$ cat src/rtl/alarm_pkg.sv
// Shared state encoding for the alarm zone controller.
package alarm_pkg;

    localparam logic [1:0] ST_DISARMED_ENC = 2'd0;
    localparam logic [1:0] ST_ARMED_ENC    = 2'd1;
    localparam logic [1:0] ST_ENTRY_ENC    = 2'd2;
    localparam logic [1:0] ST_ALARM_ENC    = 2'd3;

    typedef enum logic [1:0] {
        ST_DISARMED = ST_DISARMED_ENC,
        ST_ARMED    = ST_ARMED_ENC,
        ST_ENTRY    = ST_ENTRY_ENC,
        ST_ALARM    = ST_ALARM_ENC
    } alarm_state_e;

endpackage

$ cat src/rtl/alarm_debounce.sv
// One-bit 2-flop synchroniser followed by a debouncer. The debounced level
// flips only after the synchronised level has disagreed with it on
// DEBOUNCE_CYCLES consecutive edges (plus the flip edge itself), so a
// stable input change shows up 2+DEBOUNCE_CYCLES edges after it is sampled.
module alarm_debounce #(
    parameter int DEBOUNCE_CYCLES = 4
) (
    input  logic clk,
    input  logic rst_n,
    input  logic i_din,
    output logic o_level
);

    localparam int CW = $clog2(DEBOUNCE_CYCLES + 1);
    localparam logic [CW-1:0] CNT_MAX = CW'(DEBOUNCE_CYCLES);

    logic          r_sync1;
    logic          r_sync2;
    logic          r_level;
    logic [CW-1:0] r_cnt;

    // Synchronise the raw level, then count consecutive disagreements.
    always_ff @(posedge clk or negedge rst_n) begin
        if (!rst_n) begin
            r_sync1 <= 1'b0;
            r_sync2 <= 1'b0;
            r_level <= 1'b0;
            r_cnt   <= '0;
        end else begin
            r_sync1 <= i_din;
            r_sync2 <= r_sync1;
            if (r_sync2 == r_level) begin
                r_cnt <= '0;
            end else if (r_cnt == CNT_MAX) begin
                r_level <= r_sync2;
                r_cnt   <= '0;
            end else begin
                r_cnt <= r_cnt + CW'(1);
            end
        end
    end

    assign o_level = r_level;

endmodule

$ cat src/rtl/alarm_zone_ctrl.sv
// Alarm zone controller: debounced zone inputs drive a four-state
// arm/entry/alarm machine with per-zone sticky trip latches.
// Disarm always wins; arm is only honoured from DISARMED with no active zone.
module alarm_zone_ctrl
    import alarm_pkg::*;
#(
    parameter int                  N_ZONES         = 4,
    parameter int                  DEBOUNCE_CYCLES = 4,
    parameter int                  ENTRY_DELAY     = 16,
    parameter logic [N_ZONES-1:0]  INSTANT_MASK    = {N_ZONES{1'b0}}
) (
    input  logic               clk,
    input  logic               rst_n,
    input  logic [N_ZONES-1:0] zone_in,
    input  logic [N_ZONES-1:0] zone_en,
    input  logic               arm,
    input  logic               disarm,
    output logic [1:0]         state,
    output logic               armed,
    output logic               siren,
    output logic [N_ZONES-1:0] zone_latched
);

    localparam int CW = (ENTRY_DELAY > 1) ? $clog2(ENTRY_DELAY) : 1;
    localparam logic [CW-1:0] CNT_LOAD = CW'(ENTRY_DELAY - 1);

    logic [N_ZONES-1:0] w_level;
    logic [N_ZONES-1:0] w_active;
    logic               w_any;
    logic               w_inst;

    alarm_state_e       r_state;
    alarm_state_e       w_next_state;
    logic [CW-1:0]      r_cnt;
    logic [CW-1:0]      w_next_cnt;
    logic               r_armed;
    logic               r_siren;
    logic [N_ZONES-1:0] r_latched;
    logic [N_ZONES-1:0] w_next_latched;

    genvar g;
    generate
        for (g = 0; g < N_ZONES; g++) begin : g_zone
            alarm_debounce #(
                .DEBOUNCE_CYCLES(DEBOUNCE_CYCLES)
            ) u_deb (
                .clk    (clk),
                .rst_n  (rst_n),
                .i_din  (zone_in[g]),
                .o_level(w_level[g])
            );
        end
    endgenerate

    assign w_active = w_level & zone_en;
    assign w_any    = |w_active;
    assign w_inst   = |(w_active & INSTANT_MASK);

    // State, entry counter and registered outputs.
    always_ff @(posedge clk or negedge rst_n) begin
        if (!rst_n) begin
            r_state   <= ST_DISARMED;
            r_cnt     <= '0;
            r_armed   <= 1'b0;
            r_siren   <= 1'b0;
            r_latched <= '0;
        end else begin
            r_state   <= w_next_state;
            r_cnt     <= w_next_cnt;
            r_armed   <= (w_next_state != ST_DISARMED);
            r_siren   <= (w_next_state == ST_ALARM);
            r_latched <= w_next_latched;
        end
    end

    // Next-state, entry countdown and latch update; disarm overrides all.
    always_comb begin
        w_next_state   = r_state;
        w_next_cnt     = r_cnt;
        w_next_latched = r_latched;
        unique case (r_state)
            ST_DISARMED: begin
                w_next_cnt = '0;
                if (arm && !w_any) w_next_state = ST_ARMED;
            end
            ST_ARMED: begin
                if (w_inst) begin
                    w_next_state = ST_ALARM;
                end else if (w_any) begin
                    w_next_state = ST_ENTRY;
                    w_next_cnt   = CNT_LOAD;
                end
            end
            ST_ENTRY: begin
                if (w_inst || r_cnt == '0) begin
                    w_next_state = ST_ALARM;
                    w_next_cnt   = '0;
                end else begin
                    w_next_cnt = r_cnt - CW'(1);
                end
            end
            ST_ALARM: begin
                w_next_state = ST_ALARM;
            end
            default: begin
                w_next_state = ST_DISARMED;
                w_next_cnt   = '0;
            end
        endcase
        if (r_state != ST_DISARMED) w_next_latched = r_latched | w_active;
        if (disarm) begin
            w_next_state   = ST_DISARMED;
            w_next_cnt     = '0;
            w_next_latched = '0;
        end
    end

    assign state        = r_state;
    assign armed        = r_armed;
    assign siren        = r_siren;
    assign zone_latched = r_latched;

endmodule

$ cat config.mk
export PLATFORM = sky130hd
export DESIGN_NAME = alarm_zone_ctrl
export DESIGN_NICKNAME = d
export VERILOG_FILES = /design/src/rtl/alarm_pkg.sv /design/src/rtl/alarm_debounce.sv /design/src/rtl/alarm_zone_ctrl.sv
export SDC_FILE = /design/constraint.sdc
export NUM_CORES = 1
export LEC_CHECK = 0
export ABC_AREA = 1
export ABC_CLOCK_PERIOD_IN_PS = 1350
export CORE_ASPECT_RATIO = 0.7
export CORE_MARGIN = 2
export CORE_UTILIZATION = 50
export CTS_BUF_LIST = sky130_fd_sc_hd__clkbuf_2
export DETAILED_ROUTE_END_ITERATION = 16
export GPL_ROUTABILITY_DRIVEN = 0
export PLACE_DENSITY_LB_ADDON = 0.08
export SYNTH_ARGS = -nofsm -noshare
export SYNTH_HDL_FRONTEND = slang
export SYNTH_HIERARCHICAL = 1
export SYNTH_SLANG_ARGS = --single-unit
export TNS_END_PERCENT = 30
$ cat constraint.sdc
create_clock -name clk -period 1.35 [get_ports clk]
set_clock_uncertainty 0.15 [all_clocks]
set_input_delay 0.2025 -clock clk [delete_from_list [all_inputs] [get_ports clk]]
set_output_delay 0.2025 -clock clk [all_outputs]
set_load 0.02 [all_outputs]
==> results.yml <==
run_status:
  outcome: "finished with violations"
  violations: "negative setup slack"
sta:
  period_needed_ns: 1.59
  fin_crit_sh: 1.18
  hold_slack_ns: 0.0793
  setup_violations: 14
  finalHoldViolCount: 0
  clock.fmax_ghz: 0.628
  rsz0062_at_grt: "true"
  max_slew_margin: 0.829
  setup_slack_ns: -0.241
  tns_ns: -1.97
  drv_slew: 0
  worst_pin_slew_ns: 0.255
synth:
  syn_inst: 199
  synthAdderAreaFrac: 0.0985
  yosys.area.top_type: "dfrtp_1"
  ys_types: 21
  synth-seq-cells: 36
  syn_area_per_cell_um2: 8.94
  synth.top_cell.area_share: 0.506
  yosys_warnings: 6
  synth_compound_area_frac: 0.0450
  synth_nets: 225
  synth_mux_area_frac: 0
  synth-xor-area-share: 0.00985
  yosys.area_share.simple: 0.259
  ys_seq_area_frac: 0.506
  syn_area_um2: 1780
  yosys-top-cells-area: "dfrtp_1 51%, ha_1 9.8%, nand2_1 8.9%"
  synth_top_family_by_area: "simple AND/OR/NAND/NOR gates"
layout:
  mostFrequentLayoutCells: "41 x nand2_1, 34 x inv_1, 34 x dfrtp_1"
  fill_cells: 281
  drive_gt1_frac: 0.305
  instances_no_fill: 296
  layout_commonest_cell: "nand2_1"
  areaGrowthSynthToFinish_pct: 29.2
  diodes: 0
  nNetsFinal: 271
clocking:
  cts_buffers: 5
  cts_tree: "yes"
  clock_latency_ns: 0.39
  cts_num_sinks: 36
  clockRootBuffer: "clkbuf_2"
  cts_buffer_depth: 2
  ctsHtreeMaxLevel: 2
  clk_pin_slew_ns: 0.18
setup_path:
  critical-path-top-delay-family: "flip-flops"
  slowest_delay_ns: 0.51
  slowest_stage: "dfrtp_2"
  path_buf_inv: 3
  critPathLaunchType: "flip-flop"
  arrival_ns: 1.75
  crit_chain: "inv_4 -> ha_4 -> inv_2 -> nor3_4 -> buf_4 -> o21ai_2 -> o21ai_1"
  cp_data_required_time_ns: 1.51
  cp-end-kind: "flip-flop"
  crit_fanout: 5
  crit_type: "reg -> reg"
place:
  place_hpwl_um: 2310
  dp_slack_ns: -0.269
  port_buffers: 19
  dp.cells: 280
global_routing:
  grt_max_degree: 37
  use_met2: 0.339
  antenna_found_initial: 0
  use_met1: 0.209
  grt_pass1_wl_um: 5490
  grt_overflow_total: 0
  grt.busiest_layer: "met2"
  grt_usage: 0.189
  grt_pass1_vias: 1329
  grt_use_met3: 0.0562
power:
  ir_drop_uv: 946
  p_per_area_nw_per_um2: 1590
  total_power_mw: 3.65
  power_leakage_nw: 1.21
run:
  drv_cap: 0
detailed_routing:
  drt_pass1_iterations: 4
  drc_errors: 0
  vias: 1365
  drtIter0Drc: 54
  routed_wl_um: 3370
  ant_nets: 0
  wire_per_inst_um: 11.4
  viasPerCell: 4.61
hold_path:
  min-delay-path-class: "in -> reg"
floorplan:
  die_y_um: 53.9
  die_area_um2: 4060
  pin_count: 20
  row_count: 18
  die_x_um: 75.3
  start_util: 0.513
  coreArea_um2: 3470
state kept, by name, indices dropped and copies added, names as in the netlist:
name and cells:
g_zone.u_deb/r_cnt 12, g_zone.u_deb/o_level 4, g_zone.u_deb/r_sync1 4, g_zone.u_deb/r_sync2 4
r_cnt 4, zone_latched 4, state 2, armed 1
siren 1
metal layers:
| metal | vias to the layer above | part of all wire |
|---|---|---|
| li1 | 694 | - |
| met5 | - | 0 |
| met3 | 6 | 0.041 |
| met4 | 0 | 0.015 |
| met2 | 28 | 0.50 |
| met1 | 637 | 0.44 |
stage by stage:
step / instance area (µm²) / utilization
after global placement: 2140 / 0.618
after global routing: 2300 / 0.663
after floorplan: 1790 / -
after CTS: 2270 / 0.653
after detailed placement: 2140 / 0.618
final: 2300 / 0.663
report_power, final:
group          total (mW)  switching, mW  internal [mW]  leakage [nW]
Sequential           1.50          0.178           1.32         0.463
Combinational        1.47          0.813          0.659         0.704
Clock               0.681          0.362          0.319        0.0430
Total                3.65           1.35           2.30          1.21
repair_timing:
item,4_1_cts,5_1_grt
pin swaps,10,3
resized for setup,45,5
gates cloned,0,0
hold buffers,1,0
endpoints found under the setup margin,20,18
hold endpoints to repair,11,0
setup buffers,5,2
path summary, 6_finish.rpt:
path / start / to / slack, ns / cells past startpoint
worst max-delay path: state[1]$_DFF_PN0_ / r_cnt[2]$_DFFE_PN0P_ / -0.24 / 7
worst min-delay path: zone_in[2] / g_zone[2].u_deb/r_sync1$_DFF_PN0_ / 0.08 / 1
worst max register to register: state[1]$_DFF_PN0_ / r_cnt[2]$_DFFE_PN0P_ / -0.24 / 7
worst min register to register: g_zone[0].u_deb/r_sync1$_DFF_PN0_ / g_zone[0].u_deb/r_sync2$_DFF_PN0_ / 0.23 / 0
max in group asynchronous: rst_n / state[0]$_DFF_PN0_ / 0.30 / 3
min in group asynchronous: rst_n / g_zone[1].u_deb/r_cnt[2]$_DFF_PN0_ / 0.55 / 3
cells in the mapped netlist:
cell type  number
nor3_4          1
inv_1          37
buf_2           1
o21ai_1         7
or2_1           1
nand3_1         3
nand2_1        42
and3_1          1
o21ai_0         4
nand4_1         2
nor2_2          2
dfrtp_1        36
nand2_2        15
a31oi_1         4
xnor2_1         1
nor2_1         21
nor2_4          1
nand2_4         1
ha_1           14
nand3_2         4
xor2_1          1
area by class of cell:
type	instances	area [µm²]	area share
Inverter	37	144	0.0626
Sequential cell	36	903	0.393
Clock buffer	6	30.0	0.0131
Timing Repair Buffer	40	335	0.146
Clock inverter	2	35.0	0.0152
Tap cell	50	62.6	0.0272
Multi-Input combinational cell	125	788	0.343
cells by family after synthesis:
kind of cell,count (synthesis)
simple gates,94
buf+inv,38
flops,36
compound gates,15
fa+ha+maj,14
xor+xnor,2
Power figures use the tool's default switching activity.
